==> config.mk <==
export PLATFORM = sky130hd
export DESIGN_NAME = serial_word_feeder
export DESIGN_NICKNAME = d
export VERILOG_FILES = /design/src/rtl/serial_word_feeder.sv
export SDC_FILE = /design/constraint.sdc
export NUM_CORES = 1
export LEC_CHECK = 0
export BUFFER_PORTS_ARGS = -buffer_cell sky130_fd_sc_hd__buf_2
export CORE_AREA = 2 2 40 42
export CTS_BUF_LIST = sky130_fd_sc_hd__clkbuf_4 sky130_fd_sc_hd__clkbuf_8 sky130_fd_sc_hd__clkbuf_16
export DETAILED_ROUTE_END_ITERATION = 8
export DIE_AREA = 0 0 42 44
export MAX_ROUTING_LAYER = met4
export PLACE_DENSITY = 0.75
export SYNTH_ARGS = -nofsm -noshare
export SYNTH_HDL_FRONTEND = slang
export SYNTH_SLANG_ARGS = --single-unit
==> constraint.sdc <==
create_clock -name clk -period 5 [get_ports clk]
set_clock_uncertainty 0.2 [all_clocks]
set_input_delay 0.75 -clock clk [delete_from_list [all_inputs] [get_ports clk]]
set_output_delay 0.75 -clock clk [all_outputs]
set_load 0.005 [all_outputs]
==> src/rtl/serial_word_feeder.sv <==
// serial_word_feeder: accepts parallel words over valid/ready and shifts each
// one LSB-first onto SI, pulsing shift_control once per bit. A one-word hold
// buffer lets the producer queue the next word while the current one shifts.
// Optional build macro: SERIAL_FEEDER_PARITY_EN appends an even-parity bit
// (XOR of the data bits) after the data bits of every word.
module serial_word_feeder #(
  parameter int WIDTH      = 4,
  parameter int GAP_CYCLES = 1
) (
  input  logic             clk,
  input  logic             clear,
  input  logic [WIDTH-1:0] data_in,
  input  logic             data_valid,
  output logic             data_ready,
  output logic             SI,
  output logic             shift_control,
  output logic             busy,
  output logic             word_done
);

`ifdef SERIAL_FEEDER_PARITY_EN
  localparam int NBITS = WIDTH + 1;
`else
  localparam int NBITS = WIDTH;
`endif
  localparam int CW = (NBITS > 1) ? $clog2(NBITS) : 1;
  localparam int GW = (GAP_CYCLES > 1) ? $clog2(GAP_CYCLES) : 1;
  localparam logic [CW-1:0] LAST_BIT = CW'(NBITS - 1);
  localparam logic [GW-1:0] GAP_LAST = GW'((GAP_CYCLES > 0) ? GAP_CYCLES - 1 : 0);

  localparam logic [1:0] IDLE  = 2'd0;
  localparam logic [1:0] SHIFT = 2'd1;
  localparam logic [1:0] GAP   = 2'd2;

  logic [1:0]       state_q, state_d;
  logic [NBITS-1:0] shreg_q, shreg_d;
  logic [CW-1:0]    bit_cnt_q, bit_cnt_d;
  logic [GW-1:0]    gap_cnt_q, gap_cnt_d;
  logic [WIDTH-1:0] hold_q, hold_d;
  logic             hold_full_q, hold_full_d;
  // Set for one cycle after the held word moves into the shifter; the buffer
  // is released (and data_ready rises) on the following edge.
  logic             hold_taken_q, hold_taken_d;
  logic             word_done_q, word_done_d;

  logic accept;
  logic hold_valid;
  logic boundary;
  logic bypass;

  // Build the on-wire frame for one word: data bits, plus parity when enabled.
  function automatic logic [NBITS-1:0] frame(input logic [WIDTH-1:0] w);
`ifdef SERIAL_FEEDER_PARITY_EN
    frame = {^w, w};
`else
    frame = w;
`endif
  endfunction

  assign data_ready    = !hold_full_q && !clear;
  assign accept        = data_valid && data_ready;
  assign hold_valid    = hold_full_q && !hold_taken_q;
  assign shift_control = (state_q == SHIFT);
  assign SI            = shift_control & shreg_q[0];
  assign busy          = (state_q != IDLE);
  assign word_done     = word_done_q;

  // Next-state logic: FSM sequencing, shifting, gap timing and hold buffer.
  always_comb begin
    state_d      = state_q;
    shreg_d      = shreg_q;
    bit_cnt_d    = bit_cnt_q;
    gap_cnt_d    = gap_cnt_q;
    hold_d       = hold_q;
    hold_full_d  = hold_full_q;
    hold_taken_d = 1'b0;
    word_done_d  = 1'b0;
    boundary     = 1'b0;
    bypass       = 1'b0;

    if (hold_taken_q) begin
      hold_full_d = 1'b0;
    end

    case (state_q)
      IDLE: begin
        if (accept) begin
          shreg_d   = frame(data_in);
          bit_cnt_d = '0;
          state_d   = SHIFT;
        end
      end
      SHIFT: begin
        shreg_d   = shreg_q >> 1;
        bit_cnt_d = bit_cnt_q + CW'(1);
        if (bit_cnt_q == LAST_BIT) begin
          word_done_d = 1'b1;
          bit_cnt_d   = '0;
          if (GAP_CYCLES > 0) begin
            state_d   = GAP;
            gap_cnt_d = '0;
          end else begin
            boundary = 1'b1;
          end
        end
      end
      GAP: begin
        if (gap_cnt_q == GAP_LAST) begin
          boundary = 1'b1;
        end else begin
          gap_cnt_d = gap_cnt_q + GW'(1);
        end
      end
      default: begin
        state_d = IDLE;
      end
    endcase

    // End of a word (after any gap): continue with the held word, or with a
    // word offered on this very edge, otherwise fall back to IDLE.
    if (boundary) begin
      bit_cnt_d = '0;
      if (hold_valid) begin
        shreg_d      = frame(hold_q);
        hold_taken_d = 1'b1;
        state_d      = SHIFT;
      end else if (accept) begin
        shreg_d = frame(data_in);
        bypass  = 1'b1;
        state_d = SHIFT;
      end else begin
        state_d = IDLE;
      end
    end

    // A word accepted while busy waits in the hold buffer, unless it went
    // straight into the shifter at a word boundary.
    if (accept && (state_q != IDLE) && !bypass) begin
      hold_d      = data_in;
      hold_full_d = 1'b1;
    end
  end

  // State registers with synchronous clear.
  always_ff @(posedge clk) begin
    if (clear) begin
      state_q      <= IDLE;
      shreg_q      <= '0;
      bit_cnt_q    <= '0;
      gap_cnt_q    <= '0;
      hold_q       <= '0;
      hold_full_q  <= 1'b0;
      hold_taken_q <= 1'b0;
      word_done_q  <= 1'b0;
    end else begin
      state_q      <= state_d;
      shreg_q      <= shreg_d;
      bit_cnt_q    <= bit_cnt_d;
      gap_cnt_q    <= gap_cnt_d;
      hold_q       <= hold_d;
      hold_full_q  <= hold_full_d;
      hold_taken_q <= hold_taken_d;
      word_done_q  <= word_done_d;
    end
  end

endmodule

==> results of run 1 <==
[kinds of logic after synthesis]
kind of cell,Yosys count,synth area share
flip-flops,15,0.396
AO/OA/AOI/OAI,32,0.285
buffers and inverters,7,0.0561
multiplexers,1,0.0132
adder cells (fa/ha/maj),1,0.0165
AND/OR/NAND/NOR,34,0.233
[metal layers]
layer | track usage | vias up
li1 | - | 349
met1 | 0.263 | 310
met2 | 0.297 | 17
met3 | 0.0417 | 2
met4 | 0.103 | 0
met5 | - | -
[layout make-up]
| cell class | count | area, um2 | area share |
|---|---|---|---|
| timing repair buffer | 11 | 55.1 | 0.0665 |
| sequential | 15 | 300 | 0.363 |
| clock buffer | 4 | 30.0 | 0.0363 |
| multi-input combinational | 68 | 415 | 0.502 |
| inverter | 2 | 7.51 | 0.00906 |
| tap | 16 | 20.0 | 0.0242 |
[flip-flops by register name (all words and copies together) (netlist names)]
| signal | count |
|---|---|
| shreg_q | 4 |
| word_done | 1 |
| hold_full_q | 1 |
| hold_taken_q | 1 |
| bit_cnt_q | 2 |
| state_q | 2 |
| hold_q | 4 |
[final timing paths]
check                 endpoint  slack (ns)
setup / recovery            SI        2.56
hold / removal       hold_q[3]        0.28
setup reg to reg  bit_cnt_q[1]        3.20
hold reg to reg      hold_q[3]        0.28
[placed cells by master, fill, tap and decap left out, types with 2 or more instances in the layout]
cell and n:
o21bai_1 3, o21a_1 2, a22oi_1 4, o21ai_0 6, o31ai_1 2, inv_1 2, o32ai_1 5, nor3b_1 3
nand2b_1 3, or3_1 2, dfxtp_1 15, nand2_1 6, a21oi_1 7, or2_2 2, nor2_1 11, clkbuf_4 4
nor2b_1 2, buf_2 11
[metrics by stage]
stage / hold slack [ns] / utilization / power (uW)
after detailed placement: 0.270 / 0.563 / 165
after global placement: 0.269 / 0.563 / 164
after global routing: 0.304 / 0.584 / 247
after floorplan: 0.254 / - / 156
final: 0.285 / 0.584 / 236
after CTS: 0.284 / 0.584 / 239
[power by group]
part / total, uW / switching (uW) / leakage (uW) / internal (uW)
Clock: 73.6 / 37.3 / 0.0000184 / 36.3
Combinational: 33.5 / 18.4 / 0.000185 / 15.2
Sequential: 129 / 4.27 / 0.000122 / 125
Total: 236 / 60.0 / 0.000326 / 176
[critical path, stage by stage (launching register included)]
cell	delay, ns
dfxtp_1	0.52
nand2b_1	0.31
inv_1	0.11
and2_1	0.16
buf_2	0.12
==> results by group, run 1 <==
Outcome
  – Status: completed

Clock network
  – Root buf cell: clkbuf_4
  – Cts hold-fix bufs: 0
  – Worst skew pair latency: 0.27 ns
  – CTS Sinks: 15
  – Inserted Clock Buffers: 3
  – Buffers inserted by post-CTS timing repair: 0
  – Worst-path clk slew: 0.09 ns
  – CTS tree: done
  – Clock H-tree levels: 1
  – Clock Tree Buf Depth: 2
  – Post-CTS sizing: 0

Timing
  – Tcrit/Tclk final: 0.488
  – Final Hold Fails: 0
  – Final setup viols: 0
  – Slew HR: 0.482
  – Final setup margin: 2.56 ns
  – RSZ-0062 raised after global routing: false
  – Final max-slew violation count: 0
  – Fmax: 410 MHz
  – Min Tclk post-route: 2.44 ns
  – Worst slew pin tran: 0.775 ns
  – Setup TNS: 0 ns

Die
  – Num rows: 14
  – Die W: 42 um
  – Initial Utilization: 0.534
  – Io pins: 12
  – Die Y: 44 um
  – Area of the die: 1850 um2
  – Core Region: 1420 um2

Synthesis
  – Flops & latches, synth: 15
  – Syn avg cell area: 8.42 um2
  – Most frequent cell after synthesis: dfxtp_1
  – Main area contributors after synthesis: dfxtp_1 40%, o32ai_1 5.8%, nor2_1 5.4%, a21oi_1 4.6%, o21ai_0 4.0%
  – Synth top cells by count: 15 x dfxtp_1, 11 x nor2_1, 7 x a21oi_1, 6 x nand2_1, 6 x o21ai_0
  – Synth warn: 0
  – EDFF count, synth: 0
  – Synthesized area: 758 um2
  – Post-Syn Instances: 90
  – Distinct cells, synth: 29
  – Main synth FF type: dfxtp_1
  – Yosys top cell area share: 0.396
  – Sequential fraction of the synthesis area: 0.396
  – Syn_nets: 98
  – Synth area leader: dfxtp_1
  – Ys async rst share: 0

Cells and area
  – Post-route cell area: 828 um2
  – Share of cells above drive strength 1: 0.180
  – Finished Layout Cells: 116
  – N_diodes: 0
  – P&R area growth vs syn: 9.24%
  – Filler Cells Inserted: 133
  – NumNets Final: 109

Global routing
  – Global-route wire length before repair: 2730 um
  – Initial antenna violation count: 0
  – Largest net degree at the start of global routing: 19
  – Grt total ovfl: 0
  – GRT Util Overall: 0.202
  – Vias in the first global route: 624

Power and ir drop
  – Max IR drop VDD: 0.000156 V
  – Pwr/cell area: 285 nW/um2
  – P_leak: 0.000326 uW

Placed design
  – Dpl cell area: 798 um2
  – Place WS: 2.65 ns
  – Placer Congestion: 0.855
  – DP HPWL: 1130 um
  – DP Cell Count: 112
  – I/O Buffers: 11

Critical path
  – Critical R2R Launch: hold_full_q
  – Worst Path Max Fanout: 10
  – Critical Path RT: 4.05 ns
  – R2R depth: 4
  – WS Path Type: reg -> out
  – Crit path from: state_q[1]
  – Startpoint types: register
  – Worst EP arrival: 1.49 ns
  – CP Capture Type: primary output

Route
  – Final antenna-violating net count: 0
  – DR vias/cell: 5.84
  – DRC: 0
  – DR top layer: met4
  – Drt total wl: 1610 um
  – Vias: 678
  – Wire per inst: 13.9 um
  – WL met1: 796 um
  – Pre-Repair DR Iteration Count: 4
  – Routed met2 length: 745 um
  – Met3 WL: 60 um
  – First DRT Iteration DRCs: 22

Job
  – Max_cap viols: 0

Min path
  – Min-delay src: hold_q[3]
  – Min-Delay Path Class: reg -> reg
  – Hold depth: 2
No activity file was read; power rests on OpenSTA's default activity.
==> run 2: changes to the inputs <==
--- a/config.mk
+++ b/config.mk
@@ -5,13 +5,14 @@
 export SDC_FILE = /design/constraint.sdc
 export NUM_CORES = 1
 export LEC_CHECK = 0
+export ABC_AREA = 1
 export BUFFER_PORTS_ARGS = -buffer_cell sky130_fd_sc_hd__buf_2
-export CORE_AREA = 2 2 40 42
+export CORE_AREA = 2 2 43 49
 export CTS_BUF_LIST = sky130_fd_sc_hd__clkbuf_4 sky130_fd_sc_hd__clkbuf_8 sky130_fd_sc_hd__clkbuf_16
 export DETAILED_ROUTE_END_ITERATION = 8
-export DIE_AREA = 0 0 42 44
+export DIE_AREA = 0 0 45 51
 export MAX_ROUTING_LAYER = met4
-export PLACE_DENSITY = 0.75
+export PLACE_DENSITY = 0.66
 export SYNTH_ARGS = -nofsm -noshare
 export SYNTH_HDL_FRONTEND = slang
 export SYNTH_SLANG_ARGS = --single-unit
==> constraint.sdc (replaced) <==
create_clock -name clk -period 2 [get_ports clk]
set_clock_uncertainty 0.2 [all_clocks]
set_input_delay 0.3 -clock clk [delete_from_list [all_inputs] [get_ports clk]]
set_output_delay 0.3 -clock clk [all_outputs]
set_load 0.005 [all_outputs]
==> results by group, run 2 <==
Outcome
  – Status: completed

Critical path
  – WS Path Type: reg -> out
  – R2r endpoint: shreg_q[0]
  – R2R depth: 10
  – Worst Path Max Fanout: 5
  – Crit path largest cell delay: 0.37 ns
  – Critical R2R Launch: hold_full_q
  – Worst-path cell chain: nor2_1 -> inv_1 -> buf_2
  – Top Family by Delay on Critical Path: flip-flops
  – CP bufs+invs: 2
  – Worst EP arrival: 1.14 ns
  – Startpoint types: register
  – Critical Path RT: 1.50 ns
  – Flop2flop setup slack: 0.59 ns
  – CP Capture Type: primary output
  – Slowest CP cell: dfxtp_1

Clock network
  – Buffers inserted by post-CTS timing repair: 0
  – Clock H-tree levels: 1
  – Cts hold-fix bufs: 0
  – Worst skew pair latency: 0.28 ns
  – Clock Tree Buf Depth: 2
  – Worst-path clk slew: 0.08 ns
  – Post-CTS sizing: 0
  – Root buf cell: clkbuf_4
  – CTS tree: done
  – CTS Sinks: 15
  – Inserted Clock Buffers: 3

Placed design
  – DP Cell Count: 155
  – Dpl cell area: 877 um2
  – I/O Buffers: 11
  – DP HPWL: 1290 um
  – Placer Congestion: 0.833

Cells and area
  – NumNets Final: 149
  – Most frequent cells in the layout: 45 x nand2_1, 21 x inv_1, 15 x dfxtp_1
  – Finished Layout Cells: 159
  – Filler Cells Inserted: 196
  – P&R area growth vs syn: 12.1%
  – Most common cell after layout, fill and taps aside: nand2_1
  – Share of cells above drive strength 1: 0.179
  – Largest regs: hold_q x4, shreg_q x4
  – Post-route cell area: 907 um2
  – N_diodes: 0

Route
  – Wire per inst: 10.1 um
  – Vias: 767
  – Pre-Repair DR Iteration Count: 4
  – DRC: 0
  – Final antenna-violating net count: 0
  – Drt total wl: 1610 um
  – First DRT Iteration DRCs: 13
  – DR vias/cell: 4.82

Global routing
  – Grt total ovfl: 0
  – Initial antenna violation count: 0
  – Vias in the first global route: 703
  – GRT Util Overall: 0.183
  – Global-route wire length before repair: 3000 um
  – Largest net degree at the start of global routing: 11

Synthesis
  – Synthesized area: 810 um2
  – Distinct cells, synth: 21
  – Syn_nets: 134
  – Yosys top cell area share: 0.371
  – Main area contributors after synthesis: dfxtp_1 37%, nand2_1 21%, inv_1 9.7%, a21oi_1 6.2%, nand3_1 3.1%
  – Synth warn: 0
  – Synth area leader: dfxtp_1
  – Ys async rst share: 0
  – Synth top cells by count: 45 x nand2_1, 21 x inv_1, 15 x dfxtp_1, 10 x a21oi_1, 6 x nor2_1
  – EDFF count, synth: 0
  – Main synth FF type: dfxtp_1
  – Most frequent cell after synthesis: nand2_1
  – Syn avg cell area: 6.42 um2
  – Post-Syn Instances: 126
  – Flops & latches, synth: 15
  – Sequential fraction of the synthesis area: 0.371

Timing
  – Final max-slew violation count: 0
  – Slew HR: 0.782
  – Final Hold Fails: 0
  – RSZ-0062 raised after global routing: false
  – Worst hold slack: 0.0562 ns
  – Setup TNS: 0 ns
  – Final setup viols: 0
  – Worst slew pin tran: 0.326 ns
  – Tcrit/Tclk final: 0.821
  – Fmax: 609 MHz
  – Min Tclk post-route: 1.64 ns

Die
  – Num rows: 17
  – Initial Utilization: 0.432
  – Core Region: 1870 um2
  – Die W: 45 um
  – Area of the die: 2300 um2
  – Die Y: 51 um
  – Io pins: 12

Power and ir drop
  – Power Total: 594 uW
  – Max IR drop VDD: 0.000408 V
  – P_leak: 0.000485 uW
  – Pwr/cell area: 655 nW/um2

Min path
  – Min-Delay Path Class: in -> reg
  – Worst Hold End: hold_full_q
  – Min-delay src: clear
  – Hold depth: 2

Job
  – Max_cap viols: 0
-- run 2: cell count changes after synthesis, moves of 4 or more --
cell     change
nand2_1     +39
nor2_1       -5
a22oi_1      -4
inv_1       +19
o32ai_1      -5
nand3_1      +4
-- run 2: worst max-delay path by stage --
stage	end	cells after the start	slack, ns	from
6_report	busy	3	0.36	state_q[0]
5_1_grt	busy	3	0.29	state_q[0]
4_1_cts	busy	3	0.35	state_q[0]
3_5_place_dp	hold_q[3]	5	0.49	clear
3_3_place_gp	shreg_q[0]	11	0.54	clear
2_1_floorplan	shreg_q[0]	10	0.72	hold_full_q
-- run 2: per-stage QoR --
step | setup WS [ns] | util
after floorplan | 0.715 | -
after global placement | 0.542 | 0.469
after detailed placement | 0.489 | 0.469
after CTS | 0.347 | 0.485
after global routing | 0.288 | 0.485
final | 0.358 | 0.485
-- run 2: per-layer routing --
| metal | vias up | global-route usage | part of all wire |
|---|---|---|---|
| met5 | - | - | 0 |
| met4 | 0 | 0.103 | 0.027 |
| met3 | 5 | 0.0212 | 0.036 |
| met2 | 16 | 0.283 | 0.46 |
| met1 | 329 | 0.227 | 0.48 |
| li1 | 417 | - | - |
-- run 2: area by class of cell --
class	instances	area, um2	share of cell area
Tap cell	19	23.8	0.0262
Multi-Input combinational cell	86	407	0.448
Timing Repair Buffer	11	55.1	0.0607
Inverter	24	91.3	0.101
Sequential cell	15	300	0.331
Clock buffer	4	30.0	0.0331
-- run 2: logic make-up after synthesis --
logic type / share of synthesized area
DFF: 0.371
AOI/OAI and AO/OA: 0.153
buffers and inverters: 0.127
and+or+nand+nor: 0.334
adders and majority gates: 0.0155
-- run 2: worst register-to-register path, stage by stage (launching register included) --
cell and delay (ns):
dfxtp_1 0.34, nor2_4 0.20, nand2_4 0.13, nand2_1 0.08, nand2_1 0.05, nand2_1 0.05, nand2_1 0.07, nand2_1 0.06
nand2_1 0.05, nand2_1 0.06, nand2_1 0.04
-- run 2: power by group --
group          switching (uW)  total (uW)  internal [uW]
sequential               7.76         318            310
combinational            57.0        89.5           32.4
clock                    96.2         187           91.1
==> run 3: changes to the inputs <==
==> constraint.sdc (replaced) <==
create_clock -name clk -period 1.39 [get_ports clk]
set_clock_uncertainty 0.2 [all_clocks]
set_input_delay 0.2085 -clock clk [delete_from_list [all_inputs] [get_ports clk]]
set_output_delay 0.2085 -clock clk [all_outputs]
set_load 0.005 [all_outputs]
==> results by group, run 3 (synthesized netlist as in run 2, its figures left out) <==
Outcome
  – Status: complete, but fails checks
  – Failing checks: negative setup slack

Route
  – Met3 WL: 58 um
  – First DRT Iteration DRCs: 12
  – DR top layer: met4
  – Pre-Repair DR Iteration Count: 4
  – Vias: 837
  – Drt total wl: 1880 um
  – Wire per inst: 11.0 um
  – WL met1: 806 um
  – Final antenna-violating net count: 0
  – DRC: 0
  – Routed met2 length: 970 um
  – DR vias/cell: 4.92

Clock network
  – Cts hold-fix bufs: 0
  – Inserted Clock Buffers: 3
  – CTS Sinks: 15
  – Clock H-tree levels: 1
  – Root buf cell: clkbuf_4
  – Worst skew pair latency: 0.29 ns
  – Clock Tree Buf Depth: 2
  – Worst-path clk slew: 0.09 ns
  – CTS tree: done

Min path
  – Hold depth: 3
  – Min-Delay Path Class: in -> reg
  – Min-delay src: data_in[3]
  – Worst Hold End: hold_q[3]

Power and ir drop
  – Max IR drop VDD: 0.000661 V
  – P_leak: 0.000550 uW
  – Pwr/cell area: 862 nW/um2

Timing
  – Setup TNS: -0.0157 ns
  – RSZ-0062 raised after global routing: true
  – Min Tclk post-route: 1.40 ns
  – Worst slew pin tran: 0.239 ns
  – Final setup margin: -0.00831 ns
  – Tcrit/Tclk final: 1.01
  – Final setup viols: 2
  – Slew HR: 0.839
  – Fmax: 715 MHz
  – Final max-slew violation count: 0
  – Worst hold slack: 0.0138 ns
  – Final Hold Fails: 0

Die
  – Die W: 45 um
  – Num rows: 17
  – Die Y: 51 um
  – Io pins: 12
  – Area of the die: 2300 um2
  – Initial Utilization: 0.432
  – Core Region: 1870 um2

Placed design
  – Placer Congestion: 0.829
  – Place WS: -0.0127 ns
  – DP Cell Count: 157
  – I/O Buffers: 11
  – DP HPWL: 1320 um

Critical path
  – CP bufs+invs: 1
  – Critical R2R Launch: hold_full_q
  – WS Path Type: reg -> out
  – R2r endpoint: shreg_q[0]
  – Worst EP arrival: 0.99 ns
  – CP Capture Type: primary output
  – Slowest CP cell: dfxtp_2
  – Worst-path cell chain: nor2_4 -> buf_2
  – Flop2flop setup slack: -0.008 ns
  – Startpoint types: register
  – Crit path largest cell delay: 0.34 ns
  – Worst Path Max Fanout: 7
  – R2R depth: 10
  – Top Family by Delay on Critical Path: flip-flops
  – Critical Path RT: 0.98 ns

Global routing
  – Grt total ovfl: 0
  – Initial antenna violation count: 0
  – Largest net degree at the start of global routing: 10
  – Vias in the first global route: 744
  – GRT Util Overall: 0.196
  – Global-route wire length before repair: 3180 um

Cells and area
  – Most common cell after layout, fill and taps aside: nand2_1
  – Share of cells above drive strength 1: 0.311
  – N_diodes: 0
  – P&R area growth vs syn: 30.3%
  – Finished Layout Cells: 170
  – Largest regs: hold_q x4, shreg_q x4
  – NumNets Final: 160
  – Final core utilization: 0.564
  – Most frequent cells in the layout: 40 x nand2_1, 20 x inv_1, 12 x dfxtp_1

Job
  – Max_cap viols: 0
run 3: layout make-up:
cell class	count	area, um2
timing repair buffer	22	156
multi-input combinational	86	442
fill	195	817
sequential	15	309
clock buffer	4	30.0
tap	19	23.8
inverter	24	93.8
run 3: worst max-delay path by stage:
stage,start,end,cells after the start
after floorplan,hold_full_q,shreg_q[0],10
after global placement,state_q[0],bit_cnt_q[0],5
after detailed placement,hold_full_q,shreg_q[0],10
after CTS,state_q[1],SI,4
after global routing,hold_full_q,shreg_q[3],10
final,hold_full_q,data_ready,2
run 3: worst min-delay path, cell delays in order:
cell,delay (ns)
buf_2,0.09
o21ai_0,0.07
a21oi_1,0.10
run 3: report_power, final:
part | total [uW] | switching (uW) | internal (uW)
Combinational | 175 | 96.9 | 78.3
Clock | 277 | 145 | 131
Sequential | 457 | 13.2 | 444
run 3: per-stage QoR:
stage          power, uW  area [um2]
2_1_floorplan        557         810
3_3_place_gp         598         892
3_5_place_dp         602         892
4_1_cts              880         990
5_1_grt              954        1050
6_report             909        1050
run 3: layer usage:
metal | GRT usage | up-vias
met1 | 0.232 | 381
li1 | - | 437
met2 | 0.314 | 14
met4 | 0.0882 | 0
met5 | - | -
met3 | 0.0424 | 5
run 3: repair_timing:
action / in CTS / in global routing
setup endpoints to repair: 9 / 15
gates resized for setup: 8 / 10
pin swaps: 4 / 4
setup buffers: 6 / 3
